### config.mk
export PLATFORM = sky130hd
export DESIGN_NAME = window_feeder_flat
export DESIGN_NICKNAME = d
export VERILOG_FILES = /design/src/rtl/window_feeder_if.sv /design/src/rtl/window_feeder.sv /design/src/flat_wrapper.sv
export SDC_FILE = /design/constraint.sdc
export NUM_CORES = 1
export LEC_CHECK = 0
export ABC_AREA = 1
export CORE_MARGIN = 10
export CORE_UTILIZATION = 40
export DETAILED_ROUTE_END_ITERATION = 16
export HOLD_SLACK_MARGIN = 0.1
export SYNTH_ARGS = -nofsm -noshare
export SYNTH_HDL_FRONTEND = slang
export SYNTH_SLANG_ARGS = --single-unit
### constraint.sdc
create_clock -name clk -period 4.2 [get_ports clk]
set_input_delay 0.63 -clock clk [delete_from_list [all_inputs] [get_ports clk]]
set_output_delay 0.63 -clock clk [all_outputs]
set_load 0.005 [all_outputs]
### src/rtl/window_feeder_if.sv
// Shift-interface bundle between window_feeder, pixel memory and the window shift registers.
// Master is the feeder; slave is the surrounding datapath/memory side.
interface window_feeder_if #(
  parameter int unsigned B  = 8,
  parameter int unsigned AW = 12,
  parameter int unsigned XW = 7,
  parameter int unsigned YW = 6
) ();
  logic          start;
  logic          hold;
  logic          busy;
  logic          done;
  logic          mem_rd;
  logic [AW-1:0] mem_addr;
  logic [B-1:0]  mem_rdata;
  logic [B-1:0]  din;
  logic          up_en;
  logic          down_en;
  logic          win_valid;
  logic [XW-1:0] cx;
  logic [YW-1:0] cy;

  modport master (
    input  start, hold, mem_rdata,
    output busy, done, mem_rd, mem_addr, din, up_en, down_en, win_valid, cx, cy
  );

  modport slave (
    output start, hold, mem_rdata,
    input  busy, done, mem_rd, mem_addr, din, up_en, down_en, win_valid, cx, cy
  );
endinterface

### src/rtl/window_feeder.sv
// Serpentine scan sequencer feeding an N-tap window shift register from pixel memory.
// Define WINDOW_FEEDER_EDGE_REPLICATE_EN to clamp out-of-image slots instead of zero padding.
module window_feeder #(
  parameter int unsigned N  = 11,
  parameter int unsigned B  = 8,
  parameter int unsigned W  = 64,
  parameter int unsigned H  = 48,
  parameter int unsigned AW = 12,
  parameter int unsigned XW = 7,
  parameter int unsigned YW = 6
) (
  input  logic          clk,
  input  logic          rstn,
  window_feeder_if.master bus
);

  localparam int unsigned Half  = (N - 1) / 2;
  localparam int unsigned Slots = N - 1 + W;
  localparam int unsigned KW    = $clog2(Slots);
  localparam logic [KW-1:0] KLast = KW'(Slots - 1);
  localparam logic [KW-1:0] KHalf = KW'(Half);
  localparam logic [KW-1:0] KEdge = KW'(W + Half);
  localparam logic [KW-1:0] KWin  = KW'(N - 1);

  typedef enum logic [1:0] {StIdle, StScan, StDrain} state_e;

  typedef struct packed {
    logic          pad;
    logic          odd;
    logic          win;
    logic          last;
    logic [XW-1:0] cx;
    logic [YW-1:0] cy;
  } slot_t;

  state_e        state_q, state_d;
  logic [KW-1:0] k_q, k_d;
  logic [YW-1:0] y_q, y_d;

  logic          adv, issue, row_odd, in_img, last_slot, row_last, done;
  logic [KW-1:0] kc;
  logic [XW-1:0] x_raw, x_rd;
  slot_t         slot;

  slot_t         s1_q, s2_q, s3_q;
  logic          s1_vld_q, s2_vld_q, s3_vld_q;
  logic [B-1:0]  skid_q, din_q;
  logic          skid_vld_q;

  assign adv       = ~bus.hold;
  assign issue     = (state_q == StScan) && adv;
  assign row_odd   = y_q[0];
  assign in_img    = (k_q >= KHalf) && (k_q < KEdge);
  assign last_slot = (k_q == KLast);
  assign row_last  = (y_q == YW'(H - 1));
  assign kc        = k_q - KWin;
  assign x_raw     = row_odd ? XW'(W - 1 + Half) - XW'(k_q) : XW'(k_q) - XW'(Half);

`ifdef WINDOW_FEEDER_EDGE_REPLICATE_EN
  // Left pad of an even row and right pad of an odd row both sit before column 0.
  assign x_rd       = in_img ? x_raw : (((k_q < KHalf) != row_odd) ? '0 : XW'(W - 1));
  assign bus.mem_rd = issue;
  assign slot.pad   = 1'b0;
`else
  assign x_rd       = x_raw;
  assign bus.mem_rd = issue && in_img;
  assign slot.pad   = ~in_img;
`endif

  assign bus.mem_addr = bus.mem_rd ? (AW'(y_q) * AW'(W) + AW'(x_rd)) : '0;

  assign slot.odd  = row_odd;
  assign slot.win  = (k_q >= KWin);
  assign slot.last = row_last && last_slot;
  assign slot.cx   = row_odd ? XW'(W - 1) - XW'(kc) : XW'(kc);
  assign slot.cy   = y_q;

  always_comb begin
    state_d = state_q;
    k_d     = k_q;
    y_d     = y_q;
    unique case (state_q)
      StIdle: begin
        if (bus.start) begin
          state_d = StScan;
          k_d     = '0;
          y_d     = '0;
        end
      end
      StScan: begin
        if (adv) begin
          if (last_slot) begin
            k_d = '0;
            if (row_last) state_d = StDrain;
            else          y_d     = y_q + YW'(1);
          end else begin
            k_d = k_q + KW'(1);
          end
        end
      end
      StDrain: begin
        if (done) state_d = StIdle;
      end
      default: state_d = StIdle;
    endcase
  end

  always_ff @(posedge clk or negedge rstn) begin
    if (!rstn) begin
      state_q <= StIdle;
      k_q     <= '0;
      y_q     <= '0;
    end else begin
      state_q <= state_d;
      k_q     <= k_d;
      y_q     <= y_d;
    end
  end

  // Three-stage slot pipeline (issue, capture, shift); hold freezes every stage at once.
  always_ff @(posedge clk or negedge rstn) begin
    if (!rstn) begin
      s1_q       <= '0;
      s2_q       <= '0;
      s3_q       <= '0;
      s1_vld_q   <= 1'b0;
      s2_vld_q   <= 1'b0;
      s3_vld_q   <= 1'b0;
      skid_q     <= '0;
      skid_vld_q <= 1'b0;
      din_q      <= '0;
    end else if (adv) begin
      s1_vld_q   <= issue;
      s1_q       <= slot;
      s2_vld_q   <= s1_vld_q;
      s2_q       <= s1_q;
      s3_vld_q   <= s2_vld_q && s2_q.win;
      s3_q       <= s2_q;
      skid_vld_q <= 1'b0;
      if (s1_vld_q) din_q <= s1_q.pad ? '0 : (skid_vld_q ? skid_q : bus.mem_rdata);
    end else if (s1_vld_q && !skid_vld_q) begin
      // Read data is only on the bus for one cycle; park it until the stall clears.
      skid_q     <= bus.mem_rdata;
      skid_vld_q <= 1'b1;
    end
  end

  assign done          = s3_vld_q && adv && s3_q.last;
  assign bus.done      = done;
  assign bus.busy      = (state_q != StIdle);
  assign bus.din       = din_q;
  assign bus.up_en     = s2_vld_q && !s2_q.odd && adv;
  assign bus.down_en   = s2_vld_q && s2_q.odd && adv;
  assign bus.win_valid = s3_vld_q && adv;
  assign bus.cx        = s3_q.cx;
  assign bus.cy        = s3_q.cy;

endmodule

### src/flat_wrapper.sv
// flat-port wrapper written by rule: the top's interface ports become plain ports
module window_feeder_flat 
#(
  parameter int unsigned N  = 11,
  parameter int unsigned B  = 8,
  parameter int unsigned W  = 64,
  parameter int unsigned H  = 48,
  parameter int unsigned AW = 12,
  parameter int unsigned XW = 7,
  parameter int unsigned YW = 6
)
  (clk, rstn, bus_start, bus_hold, bus_mem_rdata, bus_busy, bus_done, bus_mem_rd, bus_mem_addr, bus_din, bus_up_en, bus_down_en, bus_win_valid, bus_cx, bus_cy);
  window_feeder_if #(.B(B), .AW(AW), .XW(XW), .YW(YW)) bus_i ();
  input  logic clk;
  input  logic rstn;
  input wire logic [$bits(bus_i.start)-1:0] bus_start;
  input wire logic [$bits(bus_i.hold)-1:0] bus_hold;
  input wire logic [$bits(bus_i.mem_rdata)-1:0] bus_mem_rdata;
  output wire logic [$bits(bus_i.busy)-1:0] bus_busy;
  output wire logic [$bits(bus_i.done)-1:0] bus_done;
  output wire logic [$bits(bus_i.mem_rd)-1:0] bus_mem_rd;
  output wire logic [$bits(bus_i.mem_addr)-1:0] bus_mem_addr;
  output wire logic [$bits(bus_i.din)-1:0] bus_din;
  output wire logic [$bits(bus_i.up_en)-1:0] bus_up_en;
  output wire logic [$bits(bus_i.down_en)-1:0] bus_down_en;
  output wire logic [$bits(bus_i.win_valid)-1:0] bus_win_valid;
  output wire logic [$bits(bus_i.cx)-1:0] bus_cx;
  output wire logic [$bits(bus_i.cy)-1:0] bus_cy;
  assign bus_i.start = bus_start;
  assign bus_i.hold = bus_hold;
  assign bus_i.mem_rdata = bus_mem_rdata;
  assign bus_busy = bus_i.busy;
  assign bus_done = bus_i.done;
  assign bus_mem_rd = bus_i.mem_rd;
  assign bus_mem_addr = bus_i.mem_addr;
  assign bus_din = bus_i.din;
  assign bus_up_en = bus_i.up_en;
  assign bus_down_en = bus_i.down_en;
  assign bus_win_valid = bus_i.win_valid;
  assign bus_cx = bus_i.cx;
  assign bus_cy = bus_i.cy;
  window_feeder #(.N(N), .B(B), .W(W), .H(H), .AW(AW), .XW(XW), .YW(YW)) u_core (.clk(clk), .rstn(rstn), .bus(bus_i));
endmodule
==> results of run 1 <==
==> stage by stage <==
step	std cells	utilization	hold WS, ns	power [mW]	setup slack [ns]
after detailed placement	669	0.454	0.458	2.43	0.914
final	685	0.476	0.433	3.05	0.536
after global routing	685	0.476	0.498	3.32	0.321
after CTS	685	0.476	0.472	3.09	0.522
after global placement	669	0.454	0.451	2.42	0.983
after floorplan	516	-	0.334	2.03	1.64
==> state kept, by name (all words and copies together), names as in the netlist <==
register,count
u_core.bus.cx,7
u_core.bus.cy,6
u_core.bus.din,8
u_core.k_q,7
u_core.s1_q,16
u_core.s1_vld_q,1
u_core.s2_q,15
u_core.s2_vld_q,1
u_core.s3_q,1
u_core.s3_vld_q,1
u_core.skid_q,8
u_core.skid_vld_q,1
u_core.state_q,2
u_core.y_q,6
==> worst max-delay path, stage by stage (launching register included) <==
cell	delay (ns)
dfrtp_1	0.47
inv_1	0.17
ha_1	0.24
o21ai_0	0.18
nand2_1	0.07
nand2_1	0.09
xor2_1	0.17
inv_1	0.09
ha_1	0.21
ha_1	0.22
nand3_1	0.10
xor2_1	0.08
nor2_2	0.10
clkdlybuf4s50_1	0.51
==> synthesized netlist by cell type <==
cell	count	area share
nand3b_4	1	0.0047
nor2_4	5	0.013
nor3b_1	1	0.0018
o221a_2	2	0.0053
clkbuf_2	1	0.0012
nand2_1	183	0.16
buf_4	16	0.028
clkinv_4	1	0.0021
nand2_2	2	0.0030
nand3_2	2	0.0047
buf_2	9	0.011
nor2_1	24	0.021
buf_8	1	0.0035
nor3_2	2	0.0047
inv_1	39	0.035
ha_1	12	0.035
dfrtp_1	80	0.47
or2_0	1	0.0015
o21ai_0	45	0.053
xor2_1	12	0.025
o21ai_1	5	0.0059
inv_4	1	0.0015
buf_6	3	0.0080
inv_2	3	0.0027
nor2_2	10	0.015
a21oi_1	5	0.0059
nand4_1	7	0.010
xnor2_1	4	0.0083
a31oi_1	2	0.0030
nand2_4	4	0.011
o21ai_4	1	0.0038
o31ai_1	1	0.0018
a41oi_1	1	0.0021
nand3_1	22	0.026
clkbuf_1	6	0.0053
clkinv_1	1	0.00088
o22ai_1	1	0.0015
==> power breakdown <==
| group | internal (mW) | switching (mW) | leakage (nW) | total, mW |
|---|---|---|---|---|
| logic | 0.529 | 0.691 | 1.26 | 1.22 |
| registers | 0.993 | 0.184 | 1.02 | 1.18 |
| clock network | 0.342 | 0.307 | 0.112 | 0.649 |
==> layout make-up <==
class	instances	area share
well taps	136	0.0346
flip-flops and latches	80	0.407
inverters	45	0.0359
multi-input cells	355	0.371
clock buffers	9	0.0252
repair buffers	53	0.105
clock inverters	7	0.0214
==> worst max path at each step <==
| stage | slack (ns) | cells past startpoint | endpoint | startpoint |
|---|---|---|---|---|
| CTS | 0.52 | 13 | bus_mem_addr[10] | u_core.k_q[1]$_DFFE_PN0P_ |
| finish | 0.54 | 13 | bus_mem_addr[10] | u_core.k_q[1]$_DFFE_PN0P_ |
| detailed placement | 0.91 | 13 | bus_mem_addr[10] | u_core.k_q[1]$_DFFE_PN0P_ |
| global route | 0.32 | 13 | bus_mem_addr[10] | u_core.k_q[1]$_DFFE_PN0P_ |
| global placement | 0.98 | 13 | bus_mem_addr[10] | u_core.k_q[1]$_DFFE_PN0P_ |
| floorplan | 1.64 | 12 | bus_mem_addr[10] | u_core.k_q[0]$_DFFE_PN0P_ |
==> logic make-up (layout without fill, tap and decap cells) <==
family          after synthesis  after routing  share of synthesized area
simple gates                264            264                      0.279
compound gates               63             63                     0.0823
flops                        80             80                      0.472
fa+ha+maj                    12             12                     0.0354
xor+xnor                     16             16                     0.0330
buf+inv                      81            114                     0.0986
==> layer usage <==
layer	wire, um	GRT usage
met1	4590	0.176
met2	4010	0.189
met3	400	0.0260
met4	215	0.0567
met5	0	0
==> key figures, run 1 <==
Status
  – Outcome: complete, no violations

Logic synthesis
  – Net Count, Synth: 540
  – Post-synthesis cell count: 516
  – Mean area per synthesized cell: 8.22 um2
  – Mapped cell area: 4240 um2
  – #FFs+latches synth: 80
  – Post-synthesis sequential area ratio: 0.472
  – YS warnings: 0
  – Distinct cells, synth: 37

GRT
  – Grt ovf: 0
  – All-Layer GR Usage: 0.128
  – Largest net degree at the start of global routing: 81
  – Vias in the first global route: 3111
  – Initial antenna violation count: 0
  – First-pass GRT wire length: 15700 um

Drt
  – Wire per inst: 13.4 um
  – Routed WL: 9210 um
  – Via-per-instance ratio: 4.74
  – Initial DRC Count: 199
  – DR vias: 3246
  – TritonRoute pass-1 iters: 5
  – DRC: 0
  – Routed Antenna Nets: 0

Finish
  – Most common cell after layout, fill and taps aside: nand2_1
  – Layout cells sized above 1: 0.100
  – Layout Nets: 568
  – Fin area: 4910 um2
  – N_diodes: 0
  – Register Area: 2000 um2
  – Area growth syn-to-layout: 15.9%
  – Fillers: 1027
  – Commonest non-fill, non-tap cells in the layout: 183 x nand2_1, 80 x dfrtp_1, 48 x clkdlybuf4s50_1
  – Area of the multi-input gates: 1820 um2

Clock tree
  – Clock slew at reported path FFs: 0.08 ns
  – Post-CTS Setup Bufs: 0
  – Cts bufs inserted: 9
  – CTS tree: yes
  – Post-cts resize count: 0
  – Hold-fix buffers, CTS: 0
  – CTS root buffer: clkbuf_8
  – H-tree levels: 3
  – Clk sinks: 80
  – Longest Clk Path Bufs: 2
  – Clock Latency Late Sink: 0.35 ns

Run
  – Max cap viols: 0

Place
  – PortBufs: 50
  – Area after DPL: 4680 um2
  – Gpl congestion: 0.865
  – Detail Placement HPWL: 6450 um

STA
  – Final hold violations: 0
  – Fmax: 0.273 GHz
  – Worst slew margin: 0.319
  – Clock skew: 0.00604 ns
  – RSZ-0062 raised after global routing: no
  – Actual slew at the worst max-slew pin: 1.02 ns
  – Period utilisation layout: 0.872
  – Final setup TNS: 0 ns
  – Final Critical Period: 3.66 ns
  – Final count of pins violating max slew: 0
  – Setup Viol. Count Final: 0

Setup path
  – Setup crit end kind: primary output
  – Crit Path Max Fanout: 7
  – Required @ worst endpoint: 3.57 ns
  – Arr. time, crit path: 3.03 ns
  – R2R Path End: u_core.y_q[3]$_DFFE_PN0P_
  – Worst setup SP type: register
  – Critical path class: reg2out
  – R2r setup slk: 2.42 ns
  – Reg-to-reg startpoint: u_core.k_q[1]$_DFFE_PN0P_
  – R2R depth: 10

Die
  – Die W: 123 um
  – Core region area: 10300 um2
  – # rows: 37
  – Die height: 123 um
  – Die area: 15100 um2
  – Initial Utilization: 0.411
  – # IOs: 51

Power
  – Pleak: 2.39 nW
  – VDD IR max: 0.228 mV
  – Pwr dens: 620 nW/um2

Worst hold path
  – Worst min path class: in2async
No activity file was read; power rests on OpenSTA's default activity.
==> run 2, diff against run 1 <==
--- a/config.mk
+++ b/config.mk
@@ -10,6 +10,7 @@
 export CORE_UTILIZATION = 40
 export DETAILED_ROUTE_END_ITERATION = 16
 export HOLD_SLACK_MARGIN = 0.1
+export SKIP_CTS_REPAIR_TIMING = 1
 export SYNTH_ARGS = -nofsm -noshare
 export SYNTH_HDL_FRONTEND = slang
 export SYNTH_SLANG_ARGS = --single-unit
==> results of run 2 <==
The final DEF is identical to that of run 1; final timing and power are the same.
